**src/rtl/imem_loader.sv**
```systemverilog
// Byte-stream instruction-memory loader: reads a little-endian word count, writes
// words to IMEM and releases the CPU. Optional trailing checksum via IMEM_LOADER_CHECKSUM_EN.
module imem_loader #(
    parameter int ADDR_W = 10
) (
    input  logic              clk,
    input  logic              rst_n,
    input  logic              start,
    input  logic              byte_valid,
    input  logic [7:0]        byte_data,
    output logic              byte_ready,
    output logic              imem_we,
    output logic [ADDR_W-1:0] imem_waddr,
    output logic [31:0]       imem_wdata,
    output logic              cpu_rst_n,
    output logic              busy,
    output logic              done,
    output logic              err
);

    typedef enum logic [2:0] {
        S_IDLE,
        S_LEN_LO,
        S_LEN_HI,
        S_DATA,
        S_CHK,
        S_DONE,
        S_ERR
    } state_t;

    state_t          state, state_nx;
    logic [15:0]     len;
    logic [ADDR_W:0] word_cnt;   // one extra bit so a full-depth count fits
    logic [1:0]      byte_idx;
    logic [23:0]     word_buf;
    logic [7:0]      csum;

    logic        accept;
    logic        start_load;
    logic [15:0] len_full;
    logic        len_too_big;
    logic        last_word;

    assign accept      = byte_valid & byte_ready;
    assign start_load  = start & ((state == S_IDLE) | (state == S_DONE) | (state == S_ERR));
    assign len_full    = {byte_data, len[7:0]};
    assign len_too_big = 32'(len_full) > (32'd1 << ADDR_W);
    assign last_word   = (32'(word_cnt) + 32'd1) == 32'(len);

    // NOTE: async reset in the sensitivity list makes the FSM leave mid-load states
    // the instant rst_n falls, without waiting for a clock edge.
    always_ff @(posedge clk or negedge rst_n) begin
        if (!rst_n) begin
            // NOTE: non-blocking assignments for all registered state, so every
            // flop samples values from before this edge.
            state <= S_IDLE;
        end else begin
            state <= state_nx;
        end
    end

    // NOTE: every output of this block gets a default first, so no path leaves a
    // signal unassigned and no latch is inferred.
    always_comb begin
        state_nx   = state;
        byte_ready = 1'b0;
        busy       = 1'b0;
        cpu_rst_n  = 1'b0;
        done       = 1'b0;
        err        = 1'b0;
        case (state)
            S_IDLE: begin
                if (start) state_nx = S_LEN_LO;
            end
            S_DONE: begin
                done      = 1'b1;
                cpu_rst_n = 1'b1;
                if (start) state_nx = S_LEN_LO;
            end
            S_ERR: begin
                err = 1'b1;
                if (start) state_nx = S_LEN_LO;
            end
            S_LEN_LO: begin
                byte_ready = 1'b1;
                busy       = 1'b1;
                if (accept) state_nx = S_LEN_HI;
            end
            S_LEN_HI: begin
                byte_ready = 1'b1;
                busy       = 1'b1;
                if (accept) begin
                    if (len_too_big)          state_nx = S_ERR;
                    else if (len_full == '0)  state_nx = S_CHK;
                    else                      state_nx = S_DATA;
                end
            end
            S_DATA: begin
                byte_ready = 1'b1;
                busy       = 1'b1;
                if (accept && (byte_idx == 2'd3) && last_word) state_nx = S_CHK;
            end
            S_CHK: begin
                busy = 1'b1;
`ifdef IMEM_LOADER_CHECKSUM_EN
                byte_ready = 1'b1;
                if (accept) state_nx = (byte_data == csum) ? S_DONE : S_ERR;
`else
                state_nx = S_DONE;
`endif
            end
            default: state_nx = S_IDLE;
        endcase
    end

    always_ff @(posedge clk or negedge rst_n) begin
        if (!rst_n) begin
            len        <= '0;
            word_cnt   <= '0;
            byte_idx   <= '0;
            word_buf   <= '0;
            csum       <= '0;
            imem_we    <= 1'b0;
            imem_waddr <= '0;
            imem_wdata <= '0;
        end else begin
            imem_we <= 1'b0;
            if (start_load) begin
                word_cnt <= '0;
                byte_idx <= '0;
                csum     <= '0;
            end
            if (accept) begin
                case (state)
                    S_LEN_LO: len[7:0]  <= byte_data;
                    S_LEN_HI: len[15:8] <= byte_data;
                    S_DATA: begin
                        csum <= csum ^ byte_data;
                        if (byte_idx == 2'd3) begin
                            imem_we    <= 1'b1;
                            imem_waddr <= word_cnt[ADDR_W-1:0];
                            imem_wdata <= {byte_data, word_buf};
                            word_cnt   <= word_cnt + 1'b1;
                            byte_idx   <= '0;
                        end else begin
                            // Shift down so the first byte ends up in bits 7:0.
                            word_buf <= {byte_data, word_buf[23:8]};
                            byte_idx <= byte_idx + 1'b1;
                        end
                    end
                    default: ;
                endcase
            end
        end
    end

endmodule

```
**config.mk**
```make
export PLATFORM = sky130hd
export DESIGN_NAME = imem_loader
export DESIGN_NICKNAME = d
export VERILOG_FILES = /design/src/rtl/imem_loader.sv
export SDC_FILE = /design/constraint.sdc
export NUM_CORES = 1
export LEC_CHECK = 0
export CAP_MARGIN = 20
export CORE_MARGIN = 5
export CORE_UTILIZATION = 50
export DETAILED_ROUTE_END_ITERATION = 6
export PLACE_DENSITY_LB_ADDON = 0.15
export SLEW_MARGIN = 40
export SYNTH_ARGS = -nofsm -noshare
export SYNTH_HDL_FRONTEND = slang
export SYNTH_SLANG_ARGS = --single-unit
```
**constraint.sdc**
```tcl
create_clock -name clk -period 1.9 [get_ports clk]
set_input_delay 0.38 -clock clk [delete_from_list [all_inputs] [get_ports clk]]
set_output_delay 0.38 -clock clk [all_outputs]
set_load 0.02 [all_outputs]
```
==> flow_summary.toml, run 1 <==
[sta]
period_share_pct = 103.2
drv_slew = 0
fin_setup_tns_ns = -0.07175
fin_hold_ws_ns = 0.007672
worst_slack_ns = -0.05995
period_minus_slack_ns = 1.960
setup_viol = 2
tightest_slew_ns = 0.5549
slew-limit-headroom_pct = 63.00
rsz0062_at_grt = "true"
max_freq_mhz = 510.2
hold_violations = 0
skew_ns = 0.01194

[clock_network]
clockBufferDepth = 2
cts-root-buf = "clkbuf_8"
clkTransAtPathRegs_ns = 0.10
numCtsBuffers = 9
tritoncts = "yes"
insertion_delay_ns = 0.35
clkSinkCount = 99
cts_hold_buf = 0
cts_htree_levels = 3

[global_route]
grt_pass1_wl_um = 18800
overflow = 0
grt.total_usage_pct = 20.93
grt_pass1_vias = 3721
grt_antenna_before_repair = 0
grt_max_degree = 59

[layout]
area_growth_pct = 31.22
fin_util_pct = 67.79
layout_common_cells = "nand2_1, dfrtp_1, buf_4"
drive_above_1_share_pct = 26.24
final_common_cell = "nand2_1"
final_cell_area_um2 = 5969
nets = 573
n_antenna_cell = 0

[power_and_ir_drop]
ir_drop_uv = 766.2
power_w = 0.007837
p_leak_nw = 2.814
power_density_nw_per_um2 = 1313

[synthesis]
synth.avg_cell_area_um2 = 10.11
synth_edf_count = 0
synthArstFlopShare_pct = 100.0
ys.warnings.count = 0
synth-seq-cells = 99
ys_seq_area_share_pct = 54.46
syn_area_um2 = 4549
synthFlopType = "dfrtp_1"
synthCells = 450
yosysUniqueCellTypes = 55
syn_nets = 464

[floorplan]
initial_core_util_pct = 51.66
ios = 60
rows = 34
coreArea_um2 = 8806
dieWidth_um = 105.4
dieArea_um2 = 11110
die_h_um = 105.4

[detailed_routing]
drt-pass1-iter-count = 4
routedWlPerCell_um = 16.24
vias = 3644
vias_per_cell = 5.423
drt-total-wl_um = 10920
drtIter0Drc = 162
drc = 0
drtAntennaViolNets = 0

[setup_path]
crit_type = "in2reg"
cp_max_fo = 2
crit_chain = "clkdlybuf4s50_1 > or4_4 > nor4_4 > xnor2_1 > nand2_1 > a21bo_2 > a31o_2"
required_ns = 2.14
cp-end-kind = "flop"
arrival_ns = 2.20
cp-start-kind = "input pin"
crit_slowest_cell = "or4_4"
worst_path_largest_cell_delay_ns = 0.53

[place]
dp_hpwl_um = 7678
port_buffers = 59
placed_area_um2 = 5658
routabilityCongestion = 0.8318

[hold_path]
min_path_type = "in2async"

[run_status]
status = "complete, but fails checks"
violations = "setup timing"

[flow_run]
maxCapViolCount = 0
area by class of cell:
| cell class | instances | area [um2] |
|---|---|---|
| clock buffers | 10 | 127.6 |
| inverters | 4 | 15.01 |
| clock inverters | 6 | 83.83 |
| multi-input cells | 322 | 2027 |
| repair buffers | 123 | 1104 |
| well taps | 108 | 135.1 |
| flip-flops and latches | 99 | 2477 |
| fillers | 712 | 2836 |
power by group:
| group | total, W | internal, W | switching (W) |
|---|---|---|---|
| Sequential | 0.00333 | 0.00281 | 0.000513 |
| Clock | 0.00140 | 0.000640 | 0.000763 |
| Combinational | 0.00311 | 0.00164 | 0.00146 |
synth_stat cells (all sizes together) (4+ instances only):
library cell,number,area [um2]
buf,12,72.56
dfrtp,99,2477
mux2,41,461.7
clkbuf,13,58.80
nor3,5,45.04
or4,4,33.78
nor2b,8,50.05
o21ai,24,120.1
a31oi,4,25.02
o31ai,5,37.54
nand2,141,529.3
nand2b,4,27.53
nor2,19,71.32
a21oi,8,40.04
xnor2,8,70.07
xor2,4,35.03
inv,4,15.01
worst paths after layout:
| check | from | end | slack [ns] | cells after the start |
|---|---|---|---|---|
| max in group asynchronous | rst_n | word_buf[20] | 1.31 | 2 |
| worst min register to register | word_buf[6] | imem_wdata[6] | 0.47 | 2 |
| worst min-delay path | rst_n | imem_waddr[5] | 0.008 | 1 |
| worst max register to register | len[0] | state[2] | -0.04 | 6 |
| min in group clk | word_buf[6] | imem_wdata[6] | 0.47 | 2 |
| worst max-delay path | byte_data[1] | state[2] | -0.06 | 7 |
registers in the layout (all words and copies together) (netlist names):
| name | flops |
|---|---|
| byte_idx | 2 |
| imem_waddr | 10 |
| imem_wdata | 32 |
| imem_we | 1 |
| len | 16 |
| state | 3 |
| word_buf | 24 |
| word_cnt | 11 |
what timing repair did:
item	in CTS	in global routing
pin swaps	3	5
setup buffers	2	1
setup endpoints to repair	17	15
resized for setup	13	16
cell families after synthesis:
kind of cell,Yosys count,synth area share (%)
and+or+nand+nor,205,20.46
DFF,99,54.46
AOI/OAI and AO/OA,61,8.636
muxes,42,10.37
buffers and inverters,29,3.217
xor gates and xnor gates,12,2.310
adders and majority gates,2,0.5500
metrics by stage:
| step | cells | setup slack [ns] |
|---|---|---|
| 3_5_place_dp | 653 | -0.4281 |
| 5_1_grt | 672 | -0.1841 |
| 2_1_floorplan | 450 | -0.06422 |
| 6_report | 672 | -0.05995 |
| 3_3_place_gp | 653 | -0.3703 |
| 4_1_cts | 671 | -0.05922 |
critical path: cells and delay by family:
kind | cells | cell delay, ns
buf+inv | 1 | 0.44
xor+xnor | 1 | 0.17
simple gates | 3 | 0.79
compound gates | 2 | 0.42
metal layers:
layer | global-route usage, % | share of wire (%)
met1 | 30.32 | 48
met2 | 32.47 | 46
met3 | 3.973 | 5.1
met4 | 5.623 | 0.75
met5 | 0 | 0
(Power assumes the default switching activity.)
==> inputs of run 2 (changes only) <==
--- a/config.mk
+++ b/config.mk
@@ -5,6 +5,7 @@
 export SDC_FILE = /design/constraint.sdc
 export NUM_CORES = 1
 export LEC_CHECK = 0
+export ABC_CLOCK_PERIOD_IN_PS = 1900
 export CAP_MARGIN = 20
 export CORE_MARGIN = 5
 export CORE_UTILIZATION = 50
==> results of run 2 <==
The final DEF is identical to that of run 1; final timing and power are the same.
==> inputs of run 3 (changes only) <==
--- a/config.mk
+++ b/config.mk
@@ -10,6 +10,7 @@
 export CORE_MARGIN = 5
 export CORE_UTILIZATION = 50
 export DETAILED_ROUTE_END_ITERATION = 6
+export MAX_ROUTING_LAYER = met4
 export PLACE_DENSITY_LB_ADDON = 0.15
 export SLEW_MARGIN = 40
 export SYNTH_ARGS = -nofsm -noshare
==> constraint.sdc (replaced) <==
create_clock -name clk -period 1.9 [get_ports clk]
set_input_delay 0.475 -clock clk [delete_from_list [all_inputs] [get_ports clk]]
set_output_delay 0.475 -clock clk [all_outputs]
set_load 0.02 [all_outputs]
==> run 3 against run 2 <==
  * The run still ends with setup timing left
  * Via count shrank 1.8%
  * Routed wire length decreased by 0.87%
  * Flip-flop and latch count is the same
  * Non-clock buffer count decreased by 11
  * Setup slack lost 0.049 ns
  * First-iteration DRC count increased by 12%
  * Combinational power is essentially flat
  * Core utilization decreased by 0.74 points
  * Cell area is 1.1% lower
  * Critical path type is now reg2reg
==> flow_summary.toml, run 3 (synthesis gave the netlist of run 1 again) <==
[clock_network]
cts_htree_levels = 3
insertion_delay_ns = 0.36
cts-root-buf = "clkbuf_8"
tritoncts = "yes"
clockBufferDepth = 2
cts_hold_buf = 0
clkTransAtPathRegs_ns = 0.10
numCtsBuffers = 9
clkSinkCount = 99

[setup_path]
crit_chain = "ha_4 > xnor2_2 > nand2_1 > nor4_2 > buf_4 > nand4_1 > nor4_4 > a31o_2"
worst_r2r_path_depth = 8
worst_path_largest_cell_delay_ns = 0.43
crit_type = "reg2reg"
crit_slowest_cell = "dfrtp_1"
cp_max_fo = 3
cp_num_buf_inv = 1
arrival_ns = 2.30
required_ns = 2.19
cp-end-kind = "flop"
cp-start-kind = "flop"
cp_top_family = "simple AND/OR/NAND/NOR gates"
worst-path-stages = 8

[global_route]
grt_max_degree = 59
overflow = 0
grt_pass1_vias = 3617
grt_pass1_wl_um = 18290
grt_antenna_before_repair = 0
grt.total_usage_pct = 21.03

[floorplan]
ios = 60
coreArea_um2 = 8806
dieArea_um2 = 11110
die_h_um = 105.4
dieWidth_um = 105.4
initial_core_util_pct = 51.66
rows = 34

[detailed_routing]
drc = 0
routedWlPerCell_um = 16.40
drtAntennaViolNets = 0
vias = 3578
drt-pass1-iter-count = 5
drtIter0Drc = 182
drt-total-wl_um = 10820
vias_per_cell = 5.421

[place]
dp_hpwl_um = 7579
routabilityCongestion = 0.8352
port_buffers = 59
dp.cells = 644

[sta]
skew_ns = 0.01020
rsz0062_at_grt = "true"
drv_slew = 0
period_share_pct = 105.7
slew-limit-headroom_pct = 65.75
period_minus_slack_ns = 2.009
hold_violations = 0
tightest_slew_ns = 0.5137
fin_setup_tns_ns = -0.3421
setup_viol = 4
max_freq_mhz = 497.8
worst_slack_ns = -0.1090

[layout]
fillers = 688
final_cells = 660
nets = 562
layout_common_cells = "nand2_1, dfrtp_1, clkdlybuf4s50_1"
final_common_cell = "nand2_1"
area_growth_pct = 29.79
drive_above_1_share_pct = 24.64
n_antenna_cell = 0
fin_util_pct = 67.05
largest_reg_flops = 32
regMostFlops = "imem_wdata"
top_regs = "imem_wdata x32, word_buf x24, len x16"

[run_status]
status = "complete, but fails checks"
violations = "setup timing"

[power_and_ir_drop]
p_leak_nw = 2.791
ir_drop_uv = 809.4
power_density_nw_per_um2 = 1334
power_w = 0.007875

[hold_path]
min_path_type = "in2async"

[flow_run]
maxCapViolCount = 0
## run 3: changes by cell type in the layout (fill, tap and decap cells not counted), sizes merged
cell | previous run | this run
clkdlybuf4s50 | 53 | 50
clkinv | 3 | 2
dlymetal6s2s | 0 | 1
buf | 65 | 56
clkdlybuf4s15 | 0 | 1
inv | 6 | 5
## run 3: power by group
group          total (W)  leakage [nW]  switching [W]  internal (W)
clock            0.00142         0.108       0.000734      0.000688
combinational    0.00310          1.39        0.00147       0.00163
sequential       0.00336          1.29       0.000543       0.00281
total            0.00787          2.79        0.00274       0.00513
## run 3: repair_timing
action                                  4_1_cts  5_1_grt
endpoints found under the setup margin       15       18
gates cloned                                  0        0
pin swaps                                     8        8
gates resized for setup                      24       11
setup buffers                                 0        1
## run 3: area by class of cell
| class | instances | area, um2 | share of cell area, % |
|---|---|---|---|
| timing repair buffer | 112 | 1027 | 17.40 |
| tap | 108 | 135.1 | 2.289 |
| clock inverter | 4 | 58.81 | 0.9960 |
| sequential | 99 | 2477 | 41.96 |
| multi-input combinational | 322 | 2039 | 34.54 |
| clock buffer | 11 | 151.4 | 2.564 |
| inverter | 4 | 15.01 | 0.2543 |
## run 3: worst paths after layout
path                             startpoint            end  slack, ns
worst max-delay path            word_cnt[0]       state[2]      -0.11
worst min-delay path                  rst_n  imem_waddr[0]       0.02
worst max register to register  word_cnt[0]       state[2]      -0.11
worst min register to register  word_buf[1]  imem_wdata[1]       0.47
max in group asynchronous             rst_n         len[7]       1.35
min in group clk                word_buf[1]  imem_wdata[1]       0.47
## run 3: metrics by stage
stage	instance area, um2	setup slack [ns]	hold WS, ns
after floorplan	4562	-0.06422	0.1794
after global placement	5603	-0.4818	0.4054
after detailed placement	5603	-0.5253	0.4109
after CTS	5874	-0.1227	0.007670
after global routing	5904	-0.2327	0.01450
final	5904	-0.1090	0.01747
## run 3: worst register-to-register path, stage by stage, from the launching register on
cell	delay, ns
dfrtp_1	0.43
ha_4	0.30
xnor2_2	0.10
nand2_1	0.08
nor4_2	0.21
buf_4	0.17
nand4_1	0.12
nor4_4	0.33
a31o_2	0.21
## run 3: routing by layer
layer / vias up / part of all wire, % / track usage (%)
met2: 100 / 47 / 31.92
met3: 9 / 4.9 / 4.401
met1: 1754 / 47 / 29.15
li1: 1715 / - / -
met4: 0 / 0.91 / 5.061
met5: - / 0 / -
